[config.mk]
export PLATFORM = sky130hd
export DESIGN_NAME = mt_init_scrub_mrnrwpw
export DESIGN_NICKNAME = d
export VERILOG_FILES = /design/src/rtl/mt_init_scrub_mrnrwpw.sv
export SDC_FILE = /design/constraint.sdc
export NUM_CORES = 1
export LEC_CHECK = 0
export BUFFER_PORTS_ARGS = -buffer_cell sky130_fd_sc_hd__buf_2
export CAP_MARGIN = 15
export CORE_MARGIN = 3
export CORE_UTILIZATION = 30
export DETAILED_ROUTE_END_ITERATION = 10
export GPL_TIMING_DRIVEN = 1
export PLACE_DENSITY_LB_ADDON = 0.25
export SLEW_MARGIN = 40
export SYNTH_ARGS = -nofsm -noshare
export SYNTH_HDL_FRONTEND = slang
export SYNTH_SLANG_ARGS = --single-unit
[constraint.sdc]
create_clock -name clk -period 6 [get_ports clk]
set_clock_uncertainty 0.05 [all_clocks]
set_input_delay 0.3 -clock clk [delete_from_list [all_inputs] [get_ports clk]]
set_output_delay 0.3 -clock clk [all_outputs]
set_load 0.005 [all_outputs]
[src/rtl/mt_init_scrub_mrnrwpw.sv]
// Map-table initialise-and-scrub engine.
// After reset it writes an identity map with interleaved parity into every
// row of every t2 copy, then raises ready. In RUN it walks all copies/rows
// with background reads and flags rows whose stored parity no longer
// matches the returned map. Core traffic always wins the t2 read port.
module mt_init_scrub_mrnrwpw #(
  parameter int NUMCOPY    = 3,
  parameter int NUMVROW    = 1024,
  parameter int BITVROW    = 10,
  parameter int NUMPBNK    = 11,
  parameter int BITPBNK    = 4,
  parameter int ECCBITS    = 8,
  parameter int SRAM_DELAY = 1,
  parameter int SCRBGAP    = 16,
  parameter int BITMAPT    = NUMPBNK * BITPBNK,
  parameter int MTWIDTH    = BITMAPT + ECCBITS,
  parameter int BITCOPY    = (NUMCOPY > 1) ? $clog2(NUMCOPY) : 1
) (
  input  logic                       clk,
  input  logic                       rst,
  input  logic                       reinit,
  input  logic                       scrub_en,
  input  logic [NUMCOPY-1:0]         core_rd,
  input  logic [NUMCOPY-1:0]         core_wr,
  output logic                       ready,
  output logic [NUMCOPY-1:0]         t2_writeA,
  output logic [NUMCOPY*BITVROW-1:0] t2_addrA,
  output logic [NUMCOPY*MTWIDTH-1:0] t2_dinA,
  output logic [NUMCOPY-1:0]         t2_readB,
  output logic [NUMCOPY*BITVROW-1:0] t2_addrB,
  input  logic [NUMCOPY*MTWIDTH-1:0] t2_doutB,
  output logic                       err_vld,
  output logic [BITCOPY-1:0]         err_copy,
  output logic [BITVROW-1:0]         err_row,
  output logic [15:0]                err_cnt
);

  // Parity bit k covers every map bit j with j mod ECCBITS == k.
  // NOTE: function/comb locals use blocking '='; clocked state uses '<=' only.
  function automatic logic [ECCBITS-1:0] calc_parity(input logic [BITMAPT-1:0] map);
    logic [ECCBITS-1:0] p;
    p = '0;
    for (int k = 0; k < ECCBITS; k++) begin
      for (int j = k; j < BITMAPT; j += ECCBITS) begin
        p[k] = p[k] ^ map[j];
      end
    end
    return p;
  endfunction

  // Identity map: field i holds bank number i.
  function automatic logic [BITMAPT-1:0] ident_map();
    logic [BITMAPT-1:0] m;
    m = '0;
    for (int i = 0; i < NUMPBNK; i++) begin
      m[i*BITPBNK +: BITPBNK] = BITPBNK'(i);
    end
    return m;
  endfunction

  localparam logic [BITMAPT-1:0] IDENT_MAP  = ident_map();
  localparam logic [MTWIDTH-1:0] IDENT_WORD = {calc_parity(IDENT_MAP), IDENT_MAP};

  localparam int GW = $clog2(SCRBGAP + 2);
  localparam int WW = $clog2(SRAM_DELAY + 1);
  localparam logic [GW-1:0]      GAP_LOAD  = GW'(SCRBGAP);
  localparam logic [WW-1:0]      WAIT_LOAD = WW'(SRAM_DELAY);
  localparam logic [BITVROW-1:0] LAST_ROW  = BITVROW'(NUMVROW - 1);
  localparam logic [BITCOPY-1:0] LAST_COPY = BITCOPY'(NUMCOPY - 1);

  typedef enum logic {ST_INIT, ST_RUN} state_t;

  state_t             state;
  logic [BITVROW-1:0] init_row;
  logic [BITCOPY-1:0] scr_copy;
  logic [BITVROW-1:0] scr_row;
  logic [GW-1:0]      gap_cnt;
  logic               pend;
  logic [BITCOPY-1:0] pend_copy;
  logic [BITVROW-1:0] pend_row;
  logic [WW-1:0]      wait_cnt;

  logic [NUMCOPY-1:0] scr_onehot;
  logic [MTWIDTH-1:0] chk_word;
  logic               chk_now;
  logic               chk_fail;
  logic               issue_ok;

  // Core writes need no arbitration here; they only matter to the core.
  logic core_wr_unused;
  assign core_wr_unused = ^core_wr;

  // Decode the scrub target copy and select the returning read data.
  // NOTE: every always_comb output gets a default first so no latch is inferred.
  always_comb begin
    scr_onehot = '0;
    chk_word   = '0;
    for (int c = 0; c < NUMCOPY; c++) begin
      if (scr_copy == BITCOPY'(c)) scr_onehot[c] = 1'b1;
      if (pend_copy == BITCOPY'(c)) chk_word = t2_doutB[c*MTWIDTH +: MTWIDTH];
    end
  end

  assign chk_now  = pend && (wait_cnt == '0);
  assign chk_fail = calc_parity(chk_word[BITMAPT-1:0]) != chk_word[MTWIDTH-1:BITMAPT];
  // A new read may go out in the same cycle the previous one is checked.
  assign issue_ok = (gap_cnt == '0) && scrub_en && ((core_rd & scr_onehot) == '0)
                    && (!pend || chk_now);

  // Engine FSM: identity-map writer, then scrub issue/check with registered outputs.
  always_ff @(posedge clk or negedge rst) begin
    if (!rst) begin
      state     <= ST_INIT;
      init_row  <= '0;
      scr_copy  <= '0;
      scr_row   <= '0;
      gap_cnt   <= GAP_LOAD;
      pend      <= 1'b0;
      pend_copy <= '0;
      pend_row  <= '0;
      wait_cnt  <= '0;
      ready     <= 1'b0;
      t2_writeA <= '0;
      t2_addrA  <= '0;
      t2_dinA   <= '0;
      t2_readB  <= '0;
      t2_addrB  <= '0;
      err_vld   <= 1'b0;
      err_copy  <= '0;
      err_row   <= '0;
      err_cnt   <= '0;
    end else begin
      t2_writeA <= '0;
      t2_readB  <= '0;
      err_vld   <= 1'b0;
      unique case (state)
        ST_INIT: begin
          ready     <= 1'b0;
          t2_writeA <= '1;
          t2_addrA  <= {NUMCOPY{init_row}};
          t2_dinA   <= {NUMCOPY{IDENT_WORD}};
          if (init_row == LAST_ROW) begin
            init_row <= '0;
            state    <= ST_RUN;
          end else begin
            init_row <= init_row + 1'b1;
          end
        end
        ST_RUN: begin
          if (reinit) begin
            // Restart the rewrite; an in-flight check is dropped, err_cnt survives.
            state    <= ST_INIT;
            ready    <= 1'b0;
            init_row <= '0;
            scr_copy <= '0;
            scr_row  <= '0;
            gap_cnt  <= GAP_LOAD;
            pend     <= 1'b0;
            wait_cnt <= '0;
          end else begin
            ready <= 1'b1;
            if (chk_now) begin
              pend <= 1'b0;
              if (chk_fail) begin
                err_vld  <= 1'b1;
                err_copy <= pend_copy;
                err_row  <= pend_row;
                if (err_cnt != 16'hFFFF) err_cnt <= err_cnt + 16'd1;
              end
            end else if (pend) begin
              wait_cnt <= wait_cnt - 1'b1;
            end
            if (gap_cnt != '0) begin
              gap_cnt <= gap_cnt - 1'b1;
            end else if (issue_ok) begin
              for (int c = 0; c < NUMCOPY; c++) begin
                if (scr_copy == BITCOPY'(c)) begin
                  t2_readB[c]                    <= 1'b1;
                  t2_addrB[c*BITVROW +: BITVROW] <= scr_row;
                end
              end
              pend      <= 1'b1;
              pend_copy <= scr_copy;
              pend_row  <= scr_row;
              wait_cnt  <= WAIT_LOAD;
              gap_cnt   <= GAP_LOAD;
              if (scr_copy == LAST_COPY) begin
                scr_copy <= '0;
                scr_row  <= (scr_row == LAST_ROW) ? '0 : scr_row + 1'b1;
              end else begin
                scr_copy <= scr_copy + 1'b1;
              end
            end
          end
        end
        default: state <= ST_INIT;
      endcase
    end
  end

endmodule

### Word-level counts from Yosys, hierarchy flattened

Index checks and enable logic that the tools add are counted.

| word-level totals | value |
|---|---|
| register bits | 139 |
| input bits | 166 |
| output and inout bits | 252 |
| word-level logic and storage cells | 144 |

| cells by class | value |
|---|---|
| add/sub/neg operators | 6 |
| eq/ne operators | 10 |
| mux-type cells | 43 |
| bitwise operators | 41 |
| reduce and logical (&&, ||, !) cells | 23 |

Operator list:

| kind | number |
|---|---|
| $mux W52 | 3 |
| $mux W10 | 7 |
| $xor A1 B1 Y1 | 36 |
| $add A10 B1 Y10 const B | 2 |
| $eq A10 B10 Y1 const B | 2 |
| $pmux W10 S2 | 1 |
| $reduce_and A5 Y1 | 4 |
| $mux W1 | 18 |
| $add A16 B1 Y16 const B | 1 |
| $ne A16 B16 Y1 const B | 1 |
| $mux W3 | 5 |
| $mux W5 | 3 |
| $reduce_and A4 Y1 | 3 |
| $mux W2 | 4 |
| $ne A8 B8 Y1 | 1 |
| $logic_not A5 Y1 | 1 |
| $reduce_bool A5 Y1 | 1 |
| $sub A5 B1 Y5 const B | 1 |
| $eq A2 B1 Y1 const B | 2 |
| $eq A2 B2 Y1 const B | 2 |
| $logic_and A1 B1 Y1 | 4 |
| $logic_not A2 Y1 | 2 |
| $ne A2 B2 Y1 const B | 2 |
| $not A1 Y1 | 4 |
| 11 further kinds | 13 |

### Logic depth before layout (Yosys ltp)

| depth | value |
|---|---|
| depth in word-level cells | 14 |
| mapped depth | 12 |
| mapped depth without buffers | 10 |

### Least setup slack after synthesis

OpenSTA, ideal clock, no wires.

| timing | value |
|---|---|
| kind | register -> register |
| from | register gap_cnt[0] |
| to | register t2_addrB[1] |
| arrival | 2418 ps |
| required time | 5825 ps |
| setup slack | 3408 ps |
| stages on the path, launching flop included | 10 |
| path buffers | 2 |
| period minus slack after synthesis | 2592 ps |
| cell sequence | dfrtp_1 > inv_1 > ha_1 > inv_1 > or4_1 > clkbuf_1 > nand2b_1 > nor4_1 > buf_2 > mux2_2 |

| on the way | value |
|---|---|
| longest elaborated chain between the ends | 5 |
| elaborated cells between the ends (all ways) | 7 |
| those cells by class | bitwise: 1; reduce/logical: 6 |

RTL lines:

| what | RTL line | source |
|---|---|---|
| start, declared | 77 | `logic [GW-1:0] gap_cnt;` |
| start signal, assigned | 174 | `gap_cnt <= gap_cnt - 1'b1;` |
| $logic_not A5 Y1 | 107 | `assign issue_ok = (gap_cnt == '0) && scrub_en && ((core_rd & scr_onehot) == '0)` |
| $logic_and A1 B1 Y1 (2 in series) | 107 |  |
| $logic_and A1 B1 Y1 | 108 | `&& (!pend \|\| chk_now);` |
| $reduce_and A5 Y1 (no line) * | - |  |
| end signal, assigned by index | 179 | `t2_addrB[c*BITVROW +: BITVROW] <= scr_row;` |
| end, declared | 30 | `output logic [NUMCOPY*BITVROW-1:0] t2_addrB,` |

Every way passes the cells marked *; elsewhere a longest branch is shown, timed or not.
A chain may end at the register's enable or synchronous reset.

### Worst setup path after layout

| timing | value |
|---|---|
| from | register pend_copy[0] |
| to | register err_cnt[12] |

| on the way | value |
|---|---|
| longest elaborated chain between the ends | 11 |
| elaborated cells between the ends (all ways) | 44 |
| those cells by class | eq/ne: 3; mux: 3; bitwise: 36; reduce/logical: 2 |

RTL lines:

| what | RTL line | source |
|---|---|---|
| start, declared | 79 | `logic [BITCOPY-1:0] pend_copy;` |
| start signal, assigned | 183 | `pend_copy <= scr_copy;` |
| $logic_not A2 Y1 | 100 | `if (pend_copy == BITCOPY'(c)) chk_word = t2_doutB[c*MTWIDTH +: MTWIDTH];` |
| $mux W52 (2 in series) | 100 |  |
| $mux W52 * | 100 |  |
| $xor A1 B1 Y1 (5 in series) | 45 | `p[k] = p[k] ^ map[j];` |
| $ne A8 B8 Y1 * | 105 | `assign chk_fail = calc_parity(chk_word[BITMAPT-1:0]) != chk_word[MTWIDTH-1:BITMAPT];` |
| $reduce_and A5 Y1 (no line) * | - |  |
| end signal, assigned | 168 | `if (err_cnt != 16'hFFFF) err_cnt <= err_cnt + 16'd1;` |
| end, declared | 35 | `output logic [15:0] err_cnt` |

Marked as above.

==> results.txt <==
----------------------------------------------------
[Power]
  Sw Share ... 0.291
  Leakage ... 0.00470 µW
  Proportion of power drawn by combinational gates ... 0.170
  Cell-internal power ... 1690 µW
  Worst vdd rail ir drop ... 0.000184 V
  Clk network pwr share ... 0.447
  Pwr dens ... 259 nW/µm²
  Net switching power ... 693 µW
  Fraction of power consumed by sequential logic ... 0.383

[Logic synthesis]
  Share of synthesized registers carrying an async set or reset ... 1.00
  Largest family of logic cells by synthesized area ... buffers and inverters
  Synth Area in Simple Gates ... 0.0894
  Post-synthesis share of cell area spent on full adders, half adders and majority gates ... 0.00660
  Synth unique cells ... 53
  Number of register bits inferred by synthesis ... 117
  Biggest area contributors in the synthesized netlist ... sky130_fd_sc_hd__dfrtp_1 (38%), sky130_fd_sc_hd__buf_4 (18%), sky130_fd_sc_hd__xnor2_1 (10%), sky130_fd_sc_hd__mux2_2 (9.2%), sky130_fd_sc_hd__xor2_1 (3.6%)
  Cell taking the most area after synthesis ... sky130_fd_sc_hd__dfrtp_1
  Synth warnings ... 0
  Share of cell area taken by muxes after synthesis ... 0.107
  Post-synthesis instance area ... 7590 µm²
  Sequential area share after synthesis ... 0.386
  Synth Area in Compound Gates ... 0.0758
  Ys flop type ... sky130_fd_sc_hd__dfrtp_1
  Synthesized area per cell ... 10.1 µm²
  Area share of the largest cell type after synthesis ... 0.383
  Number of synthesized flops with an enable pin ... 0
  Mapped Cells ... 750
  Post-synthesis share of cell area spent on xor and xnor gates ... 0.138

[Timing]
  Final worst-path setup slack ... 2.54 ns
  Setup repair after global routing missed its margin ... false
  Transition time at the pin with the least slew margin ... 0.801 ns
  Part of the cycle the worst path needs ... 0.576
  Final count of negative-setup-slack endpoints ... 0
  Final period demand of the worst path ... 3.46 ns
  Final Hold Violating Endpoints ... 0
  Max Slew Vio Count ... 0
  Aggregate negative setup slack ... 0 ns
  Highest attainable clock frequency ... 289 MHz
  Worst max-slew margin expressed relative to the limit ... 0.466

[Drt]
  Number of DRC violations after detailed-routing iteration 0 ... 260
  Routed Wire Length ... 20000 µm
  Post-route antenna net violation count ... 0
  Via count of the routed design ... 5686
  Post-DR wirelength/cell ... 15.0 µm
  Vias per cell ... 4.28
  Remaining DRCs ... 0
  DRT Pass-1 Iters ... 4

[Placed design]
  Placer Congestion ... 0.746
  IO Port Bufs ... 318
  Hpwl dp ... 15600 µm
  Setup slack after placement ... 2.54 ns

[Die]
  Floorplan die area ... 27200 µm²
  I/O pin cnt ... 418
  Core Rows ... 57
  Initial core utilization ... 0.308
  Core area ... 24600 µm²
  Die W ... 165 µm
  Die height ... 165 µm

[Clock tree]
  H-tree level count ... 4
  Clock root buffer ... sky130_fd_sc_hd__clkbuf_16
  Maximum count of clock buffers along a single path ... 2
  Clock slew at the register clock pins of the worst setup and hold paths ... 0.06 ns
  Clock tree sinks ... 117
  Clock insertion delay at the later pin of the skew report ... 0.42 ns
  Clock tree from TritonCTS ... yes
  Cts bufs inserted ... 17

[Cells and area]
  Number of fill cells in the layout ... 2538
  Antenna diode count ... 0
  Highest-count cells in the layout ignoring fill and taps ... sky130_fd_sc_hd__buf_2 (317), sky130_fd_sc_hd__dfrtp_1 (116), sky130_fd_sc_hd__conb_1 (96), sky130_fd_sc_hd__xnor2_1 (89), sky130_fd_sc_hd__mux2_2 (62)
  Leading cell type in the layout, fill and taps excluded ... sky130_fd_sc_hd__buf_2
  P&R area growth vs syn ... 21.2%
  Share of final-layout standard cells stronger than drive strength 1 ... 0.425
  Share of the core filled with cells ... 0.374
  Net count of the finished layout ... 1161

[Global route]
  Largest net degree at the start of global routing ... 80
  First-pass GRT wire length ... 28700 µm
  Number of antenna violations at the first check in global routing ... 0
  Overall track demand over capacity in global routing ... 0.136
  Overflow after GRT ... 0
  Vias in the first global route ... 5015

[Setup path]
  Crit path cell chain ... or2_1, o22ai_1, a21oi_1, xor2_1, xnor2_1, nand4_1, o31ai_4, buf_4, nor3_1, mux2_1
  Type of destination of the critical path ... flop
  Top delay family on crit path ... flip-flops
  Worst Setup Path Type ... reg -> reg
  Data required, critical path ... 6.25 ns
  Flop2flop setup slack ... 2.54 ns
  CP startpoint kind ... flop
  Arrival time reported for the critical path endpoint ... 3.70 ns
  Buf/Inv on CP ... 1
  Largest stage delay on the critical path ... 0.85 ns
  Worst-path fanout max ... 26
  Slowest-stage cell, CP ... sky130_fd_sc_hd__dfrtp_1

[Min path]
  Type of the tightest min-delay check ... in -> reg

[Run status]
  Outcome ... completed

[Job]
  Max-cap violations ... 0

----------------------------------------------------
## stage by stage
stage / instance area (µm²) / std cells / hold slack, ns / power (µW)
2_1_floorplan: 7950 / 845 / -0.0456 / 1250
3_3_place_gp: 8570 / 1295 / 0.266 / 1330
3_5_place_dp: 8580 / 1295 / 0.269 / 1340
4_1_cts: 9200 / 1328 / 0.156 / 2430
5_1_grt: 9200 / 1328 / 0.191 / 2530
6_report: 9200 / 1328 / 0.174 / 2380
## cell usage after synthesis, types with 2 or more instances
cell,instances
sky130_fd_sc_hd__buf_4,179
sky130_fd_sc_hd__dfrtp_1,116
sky130_fd_sc_hd__xnor2_1,89
sky130_fd_sc_hd__mux2_2,62
sky130_fd_sc_hd__nand2_1,43
sky130_fd_sc_hd__o21ai_0,38
sky130_fd_sc_hd__xor2_1,31
sky130_fd_sc_hd__nor2_1,17
sky130_fd_sc_hd__and3_1,13
sky130_fd_sc_hd__o22ai_1,13
sky130_fd_sc_hd__a21oi_1,12
sky130_fd_sc_hd__clkbuf_1,12
sky130_fd_sc_hd__inv_1,10
sky130_fd_sc_hd__nand2b_1,9
sky130_fd_sc_hd__nand3_1,9
sky130_fd_sc_hd__nor3_1,8
sky130_fd_sc_hd__nor4_1,8
sky130_fd_sc_hd__buf_2,6
sky130_fd_sc_hd__mux2i_1,6
sky130_fd_sc_hd__o31ai_1,6
sky130_fd_sc_hd__mux2_1,5
sky130_fd_sc_hd__a211oi_1,4
sky130_fd_sc_hd__ha_1,4
sky130_fd_sc_hd__nand3b_1,4
sky130_fd_sc_hd__nor2b_1,4
sky130_fd_sc_hd__nor4b_1,4
sky130_fd_sc_hd__nand4_1,3
sky130_fd_sc_hd__o41ai_1,3
sky130_fd_sc_hd__a22o_1,2
sky130_fd_sc_hd__a22oi_1,2
sky130_fd_sc_hd__a32oi_1,2
sky130_fd_sc_hd__buf_6,2
sky130_fd_sc_hd__nor3b_1,2
sky130_fd_sc_hd__o21ai_1,2
sky130_fd_sc_hd__or2_1,2
## state kept, by name, indices dropped and copies added (netlist names)
name and flops:
err_cnt 16, err_copy 2, err_row 10, err_vld 1
gap_cnt 5, init_row 10, pend 1, pend_copy 2
pend_row 10, ready 1, scr_copy 2, scr_row 10
state 1, t2_addrA 10, t2_addrB 30, t2_dinA 1
t2_readB 3, t2_writeA 1, wait_cnt 1
## cell families after synthesis
kind of cell	after synthesis
and+or+nand+nor	132
muxes	73
buffers and inverters	211
DFF	117
AOI/OAI and AO/OA	92
xor gates and xnor gates	120
other	1
adders and majority gates	4
## repair_timing
action / in CTS / in global routing
resized for setup: 0 / 0
endpoints found under the hold margin: 38 / 0
hold buffers: 1 / 0
setup buffers: 0 / 0
## tightest hold or removal path, delay by kind of cell
kind / cells / cell delay (ns)
AO/OA/AOI/OAI: 2 / 0.21
buffers and inverters: 1 / 0.09
## layer usage
| metal | vias to the layer above | global-route usage | wire [µm] |
|---|---|---|---|
| li1 | 2749 | - | - |
| met1 | 2707 | 0.194 | 8850 |
| met2 | 222 | 0.207 | 9510 |
| met3 | 8 | 0.0371 | 1530 |
| met4 | 0 | 0.0233 | 83 |
| met5 | - | 0 | 0 |
## cell type report
type | count | area (µm²) | area share
Clock buffer | 17 | 425 | 0.0462
Clock inverter | 15 | 181 | 0.0197
Inverter | 11 | 41.3 | 0.00449
Multi-Input combinational cell | 517 | 3550 | 0.386
Sequential cell | 117 | 2930 | 0.318
Tap cell | 324 | 405 | 0.0441
Timing Repair Buffer | 327 | 1670 | 0.182
## power groups by stage
stage	logic (µW)	registers (µW)	clock network, µW
CTS	411	914	1100
finish	406	912	1070
global placement	406	926	0
global route	461	925	1150
floorplan	331	915	0
detailed placement	409	930	0
## final timing paths
path,startpoint,to,cells past startpoint
worst max-delay path,pend_copy[0],err_cnt[12],10
worst min-delay path,scrub_en,wait_cnt,3
worst max register to register,pend_copy[0],err_cnt[12],10
worst min register to register,pend_row[2],err_row[2],1
max in group asynchronous,rst,err_cnt[0],3
min in group asynchronous,rst,t2_addrB[2],2
Note: power is estimated with default switching activity, not from simulation.
